==> src/rtl/spi_flash_pkg.sv <==
// spi_flash_pkg: shared state type, opcodes and widths for the SPI flash reader.
package spi_flash_pkg;

  localparam int ADDR_W = 24;
  localparam int WORD_W = 32;

  localparam logic [7:0] CMD_READ       = 8'h03;
  localparam logic [7:0] CMD_RELEASE_PD = 8'hAB;

  typedef enum logic [3:0] {
    S_WAKE_SETUP,
    S_WAKE_CMD,
    S_WAKE_GAP,
    S_IDLE,
    S_SETUP,
    S_CMD,
    S_DATA,
    S_HOLD,
    S_DONE,
    S_GAP
  } spi_flash_state_t;

  // Flash returns bytes in ascending address order; pack them little-endian.
  function automatic logic [WORD_W-1:0] le_word(input logic [WORD_W-1:0] w);
    return {w[7:0], w[15:8], w[23:16], w[31:24]};
  endfunction

endpackage

==> src/rtl/spi_bit_engine.sv <==
// spi_bit_engine: mode-0 SPI shifter, MSB first, up to 32 bits per start.
module spi_bit_engine
  import spi_flash_pkg::*;
#(
  parameter int SCK_HALF = 1
) (
  input  logic              clk,
  input  logic              reset,
  input  logic              start,
  input  logic [5:0]        nbits,
  input  logic [WORD_W-1:0] data,
  input  logic              miso,
  output logic              sck,
  output logic              mosi,
  output logic              done,
  output logic [WORD_W-1:0] rx
);

  localparam int CW = (SCK_HALF > 1) ? $clog2(SCK_HALF) : 1;

  logic              active;
  logic [CW-1:0]     cnt;
  logic [5:0]        left;
  logic [WORD_W-1:0] tx;
  logic              half_end;

  assign half_end = active && (cnt == CW'(SCK_HALF - 1));
  // Asserted in the cycle whose edge ends the final high half.
  assign done = half_end && sck && (left == 6'd1);

  always_ff @(posedge clk) begin
    if (reset) begin
      active <= 1'b0;
      cnt    <= '0;
      left   <= '0;
      tx     <= '0;
      rx     <= '0;
      sck    <= 1'b0;
      mosi   <= 1'b0;
    end else if (start) begin
      active <= 1'b1;
      cnt    <= '0;
      left   <= nbits;
      tx     <= {data[WORD_W-2:0], 1'b0};
      mosi   <= data[WORD_W-1];
      sck    <= 1'b0;
    end else if (active) begin
      cnt <= half_end ? '0 : cnt + CW'(1);
      if (half_end && !sck) begin
        sck <= 1'b1;
        rx  <= {rx[WORD_W-2:0], miso};
      end else if (half_end) begin
        sck  <= 1'b0;
        left <= left - 6'd1;
        if (left == 6'd1) begin
          active <= 1'b0;
          mosi   <= 1'b0;
        end else begin
          mosi <= tx[WORD_W-1];
          tx   <= {tx[WORD_W-2:0], 1'b0};
        end
      end
    end
  end

endmodule

==> src/rtl/spi_flash_reader.sv <==
// spi_flash_reader: wakes the config flash, then serves 32-bit 0x03 reads
// for two requesters with round-robin arbitration.
module spi_flash_reader
  import spi_flash_pkg::*;
#(
  parameter int SCK_HALF    = 1,
  parameter int WAKE_CYCLES = 64
) (
  input  logic              CLK_CPU,
  input  logic              reset,
  input  logic              req0,
  input  logic              req1,
  input  logic [ADDR_W-1:0] addr0,
  input  logic [ADDR_W-1:0] addr1,
  output logic              gnt0,
  output logic              gnt1,
  output logic              done0,
  output logic              done1,
  output logic [WORD_W-1:0] rdata,
  output logic              init_done,
  output logic              busy,
  output logic              spi_ss,
  output logic              spi_sck,
  output logic              spi_mosi,
  input  logic              spi_miso
);

  spi_flash_state_t  state;
  logic              last;
  logic              sel;
  logic              pick1;
  logic [ADDR_W-1:0] addr;
  logic [15:0]       gap_cnt;

  logic              eng_start;
  logic [5:0]        eng_nbits;
  logic [WORD_W-1:0] eng_load;
  logic              eng_done;
  logic [WORD_W-1:0] eng_rx;

  // last == 1 means port 1 was granted most recently.
  assign pick1 = req1 && (!req0 || !last);

  always_comb begin
    eng_start = 1'b0;
    eng_nbits = 6'd32;
    eng_load  = '0;
    unique case (state)
      S_WAKE_SETUP: begin
        eng_start = 1'b1;
        eng_nbits = 6'd8;
        eng_load  = {CMD_RELEASE_PD, 24'h0};
      end
      S_SETUP: begin
        eng_start = 1'b1;
        eng_load  = {CMD_READ, addr};
      end
      // Data phase chains straight off the last command bit.
      S_CMD:   eng_start = eng_done;
      default: eng_start = 1'b0;
    endcase
  end

  spi_bit_engine #(.SCK_HALF(SCK_HALF)) u_eng (
    .clk   (CLK_CPU),
    .reset (reset),
    .start (eng_start),
    .nbits (eng_nbits),
    .data  (eng_load),
    .miso  (spi_miso),
    .sck   (spi_sck),
    .mosi  (spi_mosi),
    .done  (eng_done),
    .rx    (eng_rx)
  );

  always_ff @(posedge CLK_CPU) begin
    if (reset) begin
      state     <= S_WAKE_SETUP;
      spi_ss    <= 1'b1;
      gnt0      <= 1'b0;
      gnt1      <= 1'b0;
      done0     <= 1'b0;
      done1     <= 1'b0;
      rdata     <= '0;
      init_done <= 1'b0;
      busy      <= 1'b1;
      last      <= 1'b1;
      sel       <= 1'b0;
      addr      <= '0;
      gap_cnt   <= '0;
    end else begin
      gnt0  <= 1'b0;
      gnt1  <= 1'b0;
      done0 <= 1'b0;
      done1 <= 1'b0;
      unique case (state)
        S_WAKE_SETUP: begin
          spi_ss <= 1'b0;
          state  <= S_WAKE_CMD;
        end
        S_WAKE_CMD:
          if (eng_done) begin
            spi_ss  <= 1'b1;
            gap_cnt <= '0;
            state   <= S_WAKE_GAP;
          end
        S_WAKE_GAP:
          if (gap_cnt == 16'(WAKE_CYCLES)) begin
            init_done <= 1'b1;
            busy      <= 1'b0;
            state     <= S_IDLE;
          end else begin
            gap_cnt <= gap_cnt + 16'd1;
          end
        S_IDLE:
          if (req0 || req1) begin
            gnt0  <= !pick1;
            gnt1  <= pick1;
            sel   <= pick1;
            last  <= pick1;
            addr  <= pick1 ? addr1 : addr0;
            busy  <= 1'b1;
            state <= S_SETUP;
          end
        S_SETUP: begin
          spi_ss <= 1'b0;
          state  <= S_CMD;
        end
        S_CMD:
          if (eng_done) state <= S_DATA;
        S_DATA:
          if (eng_done) state <= S_HOLD;
        S_HOLD: begin
          spi_ss <= 1'b1;
          state  <= S_DONE;
        end
        S_DONE: begin
          done0   <= !sel;
          done1   <= sel;
          rdata   <= le_word(eng_rx);
          busy    <= 1'b0;
          gap_cnt <= '0;
          state   <= S_GAP;
        end
        S_GAP:
          if (gap_cnt == 16'd1) state <= S_IDLE;
          else gap_cnt <= gap_cnt + 16'd1;
        default: state <= S_WAKE_SETUP;
      endcase
    end
  end

endmodule
==> config.mk <==
export PLATFORM = sky130hd
export DESIGN_NAME = spi_flash_reader
export DESIGN_NICKNAME = d
export VERILOG_FILES = /design/src/rtl/spi_flash_pkg.sv /design/src/rtl/spi_bit_engine.sv /design/src/rtl/spi_flash_reader.sv
export SDC_FILE = /design/constraint.sdc
export NUM_CORES = 1
export LEC_CHECK = 0
export BUFFER_PORTS_ARGS = -buffer_cell sky130_fd_sc_hd__buf_2
export CAP_MARGIN = 5
export CORE_UTILIZATION = 50
export CTS_BUF_LIST = sky130_fd_sc_hd__clkbuf_2
export CTS_CLUSTER_DIAMETER = 100
export DETAILED_ROUTE_END_ITERATION = 16
export GPL_TIMING_DRIVEN = 0
export PLACE_DENSITY = 0.81
export SLEW_MARGIN = 20
export SYNTH_ARGS = -nofsm -noshare
export SYNTH_HDL_FRONTEND = slang
export SYNTH_HIERARCHICAL = 1
export SYNTH_SLANG_ARGS = --single-unit
==> constraint.sdc <==
create_clock -name CLK_CPU -period 5.6 [get_ports CLK_CPU]
set_input_delay 1.12 -clock CLK_CPU [delete_from_list [all_inputs] [get_ports CLK_CPU]]
set_output_delay 1.12 -clock CLK_CPU [all_outputs]
set_load 0.02 [all_outputs]
Word level (Yosys, flattened, before mapping)
Index checks and enable logic that the tools add are counted.

Flip-flop bits (word level): 158. Bits of input ports: 53. Output and inout bits: 41. Word-level logic and storage cells: 125.

Add/sub/neg operators: 3. Equal/unequal tests: 22. Multiplexer cells: 42. Bitwise logic cells: 5. Reduce and logical (&&, ||, !) cells: 33.

Operators with widths (count): $mux 32 (5); $pmux 16 s4 (1); $pmux 32 s2 (1); $mux 16 (3); $pmux 4 s10 (1); $mux 6 (5); $mux 24 (1); $mux 4 (6); $ne 2x2->1 const B (10); $add 16x1->16 const B (1); $eq 16x1->1 const B (1); $eq 16x7->1 const B (1); $eq 4x3->1 const B (4); $mux 1 (16); $reduce_and 3->1 (3); $eq 4x2->1 const B (2); $eq 4x4->1 const B (2); $reduce_and 2->1 (4); $reduce_and 4->1 (2); $eq 6x1->1 const B (1); $pmux 1 s3 (2); $reduce_and 6->1 (1); $reduce_bool 2->1 (3); $reduce_bool 3->1 (2); 12 further kinds (27).

Longest topological paths before layout
Word-level depth: 7. Mapped depth: 12. Gate-level depth less buffers: 9.

Modules after synthesis
The synthesis kept the hierarchy.

By module, submodules not included: spi_flash_reader (times used 1, cells an instance 486, area each 3996.3 um2, seq. area each 1701.6 um2); spi_bit_engine (times used 1, cells an instance 374, area each 3286.9 um2, seq. area each 1461.4 um2).

Least setup slack after synthesis
Ideal clock, no wire load.

Kind: reg2reg. Start: register u_eng.left[2]. End: register u_eng.tx[22]. Setup time: 0.123 ns. Arrival: 2.682 ns. Required time: 5.477 ns. Path slack: 2.795 ns. Stages on the path, launching flop included: 12. Buffers on the path: 4. Clock period less this slack: 2.805 ns. Cell sequence: dfxtp_1 > or3_1 > clkbuf_2 > nor3_1 > nand2_1 > a211oi_1 > clkbuf_1 > buf_2 > buf_2 > mux2i_1 > nor2_1 > mux2_1.

Cells in the longest elaborated chain, start to end: 5. Elaborated cells on any way between the ends: 9. Classes of those cells: eq/ne (3); mux (2); reduce/logical (4).

RTL lines: start: declaration (line spi_bit_engine.sv:23) `logic [5:0] left;`; start signal: assignment (line spi_bit_engine.sv:43) `left <= nbits;`; start signal: assignment (line spi_bit_engine.sv:54) `left <= left - 6'd1;`; $eq 6x1->1 (*) (line spi_bit_engine.sv:29) `assign done = half_end && sck && (left == 6'd1);`; $logic_and 1x1->1 (*) (line spi_bit_engine.sv:29); via eng_done (line spi_flash_reader.sv:38) `logic eng_done;`; $pmux 1 s2 (*) (line spi_flash_reader.sv:48) `unique case (state)`; via eng_start (line spi_flash_reader.sv:35) `logic eng_start;`; $ne 2x2->1 (no line) or $reduce_bool 2->1 (tied branches); $reduce_and 4->1 (no line); end signal: assignment (line spi_bit_engine.sv:44) `tx <= {data[WORD_W-2:0], 1'b0};`; end signal: assignment (line spi_bit_engine.sv:60) `tx <= {tx[WORD_W-2:0], 1'b0};`; end: declaration (line spi_bit_engine.sv:24) `logic [WORD_W-1:0] tx;`.

The timed path passes the listed nets; every way through them passes the cells marked *. A chain may end at the register's enable or synchronous reset.

Worst setup path in the final report
Start: register u_eng.left[2]. End: register u_eng.tx[24].

Same word-level chain as after synthesis.

==> flow_metrics.py <==
metrics = {
    "run_status": {
        "status": "complete, no violations",
    },
    "critical_path": {
        "start_kind": "flop",
        "critPathCaptureType": "flop",
        "r2r-end": "u_eng/tx[24]",
        "required_ps": 6240,
        "r2r_cells": 11,
        "timing.rr.start": "u_eng/left[2]",
        "rrSetupSlack_ps": 2180,
        "path_max_fanout": 10,
        "crit_type": "flop to flop",
        "arrival_ps": 4060,
    },
    "yosys": {
        "async_reset_ff_frac": 0,
        "syn_inst": 860,
        "synth_cell_types": 61,
        "synth_top_area_frac": 0.434,
        "synth.avg_cell_area_um2": 8.47,
        "ys_warn_count": 6,
        "synth_area_um2": 7280,
        "ys_ff_latch": 158,
        "ys_top_cells_by_count": "dfxtp_1, nand2_1, a21oi_1",
        "yosysSeqAreaShare": 0.434,
        "yosysTopAreaCell": "dfxtp_1",
        "synthTopCellsByArea": "dfxtp_1, nand2_1, mux2i_1",
        "synth_ff_type": "dfxtp_1",
        "synth_edf_count": 0,
        "synth.most_common_cell": "dfxtp_1",
    },
    "clocking": {
        "clk_pin_slew_ps": 220,
        "insertion_delay_ps": 740,
        "cts_buffers": 17,
        "clock_sinks": 158,
        "cts_root_buffer": "clkbuf_2",
        "cts_tree": "built",
        "post_cts_buffers": 0,
        "ctsHtreeMaxLevel": 4,
        "clockBufferDepth": 2,
        "ctsResizeCount": 0,
        "cts-hold-fix-buffers": 0,
    },
    "layout": {
        "drive_above_1_share": 0.189,
        "nets": 1035,
        "final_cell_area_um2": 8230,
        "stdcell_count": 1170,
        "diodes": 0,
        "syn2layout_area_growth_pct": 12.9,
        "fin_util": 0.586,
    },
    "sta": {
        "slew_headroom": 0.419,
        "post-route-min-period_ps": 3420,
        "finalCritPeriodShare": 0.610,
        "hold_viol_final": 0,
        "setup_violations": 0,
        "rsz0062_at_grt": "no",
        "fin_tns_setup_ps": 0,
        "holdWs_ps": 465,
        "worst_pin_slew_ps": 859,
        "fmax_ghz": 0.293,
        "fin_skew_ps": 30.1,
        "drv_slew": 0,
    },
    "power": {
        "seqPwrFrac": 0.570,
        "swShare": 0.285,
        "comb_power_share": 0.122,
        "switchingPower_w": 0.000580,
        "intPower_w": 0.00145,
        "peakVddDrop_mv": 0.126,
        "p_clk_frac": 0.308,
        "leakage_nw": 3.31,
        "powerDensity_nw_per_um2": 247,
    },
    "die": {
        "row_count": 43,
        "fp.coreArea_um2": 14000,
        "dieArea_um2": 15100,
        "start_util": 0.519,
        "die_y_um": 123,
        "dieWidth_um": 123,
        "num_io_pins": 94,
    },
    "hold_path": {
        "holdPathStages": 2,
        "hp-start": "rdata[9]",
        "worstHoldPathType": "flop to flop",
        "holdPathEnd": "rdata[9]",
    },
    "detailed_routing": {
        "viasPerCell": 5.42,
        "drc_errors": 0,
        "routed_wl_um": 16900,
        "drt_iter0_markers": 504,
        "drt-wirelength-per-cell_um": 14.5,
        "drtPass1Iterations": 5,
        "ant_nets": 0,
        "via_count": 6342,
    },
    "global_routing": {
        "antenna_found_initial": 0,
        "grt_pass1_wl_um": 28200,
        "grt_max_degree": 17,
        "grt_usage": 0.238,
        "grt-ovfl-total": 0,
        "grt_pass1_vias": 6069,
    },
    "placement": {
        "io_buffers": 92,
        "placedCellCount": 1138,
        "routabilityCongestion": 0.879,
        "dp_hpwl_um": 12100,
        "post_dp_cell_area_um2": 7990,
    },
    "job": {
        "max-cap-violations": 0,
    },
}
metrics by stage:
step / total power (W) / setup WS, ps
2_1_floorplan: 0.00136 / 2790
3_3_place_gp: 0.00142 / 2300
3_5_place_dp: 0.00142 / 2250
4_1_cts: 0.00204 / 2210
5_1_grt: 0.00212 / 1960
6_report: 0.00203 / 2180
cell type report:
cell class                 count  area (um^2)
fill                        1290         5820
multi-input combinational    622         3760
sequential                   158         3160
timing repair buffer          92          460
buffer                        75          343
tap                          180          225
clock inverter                13          139
clock buffer                  19         95.1
inverter                      11         41.3
placed cells by master (no fill, tap or decap), drive strengths merged, types with 6 or more instances in the layout:
master    n
nor2b    32
and3     28
mux2     30
mux2i    54
nor4      8
o21ai    15
nor2     73
nor3     13
a211oi   29
inv      13
clkbuf   65
or4       6
conb      7
a21oi    87
dfxtp   158
a31oi     8
buf     121
nand2   149
power groups by stage:
stage / clock network [W] / logic (W) / registers [W]
CTS: 0.000640 / 0.000245 / 0.00116
global placement: 0 / 0.000240 / 0.00118
floorplan: 0 / 0.000175 / 0.00118
global route: 0.000688 / 0.000271 / 0.00116
detailed placement: 0 / 0.000244 / 0.00118
finish: 0.000626 / 0.000248 / 0.00116
flip-flops by register name, indices dropped and copies added (netlist names), 4 cells and up:
| name | flops |
|---|---|
| addr | 24 |
| u_eng/left | 6 |
| u_eng/tx | 31 |
| state | 4 |
| gap_cnt | 16 |
| u_eng/rx | 32 |
| rdata | 32 |
worst max-delay path by stage:
stage,from,endpoint,slack [ps],depth (start not counted)
floorplan,u_eng/left[2],u_eng/tx[22],2790,11
global placement,u_eng/left[2],u_eng/tx[5],2300,11
detailed placement,u_eng/left[2],u_eng/tx[5],2250,11
CTS,u_eng/left[2],u_eng/tx[24],2210,11
global route,u_eng/left[2],u_eng/tx[24],1960,11
finish,u_eng/left[2],u_eng/tx[24],2180,11
cells by family after synthesis:
family	share of synthesized area
flops	0.434
buf+inv	0.0527
xor+xnor	0.00120
other cells	0.000515
mux	0.121
simple gates	0.241
compound gates	0.141
fa+ha+maj	0.00859
critical path: stages, from the launching register on:
cell	delay (ps)
dfxtp_1	390
or3_1	380
clkbuf_2	160
nor3_1	510
nand2_1	110
a211oi_1	240
clkbuf_1	250
buf_2	340
buf_2	360
mux2i_1	250
nor2_1	60
mux2_1	290
layer usage:
layer  GRT usage  part of all wire
met1       0.296              0.46
met2       0.397              0.49
met3      0.0465             0.039
met4       0.104             0.018
met5           0                 0
Power figures use the tool's default switching activity.
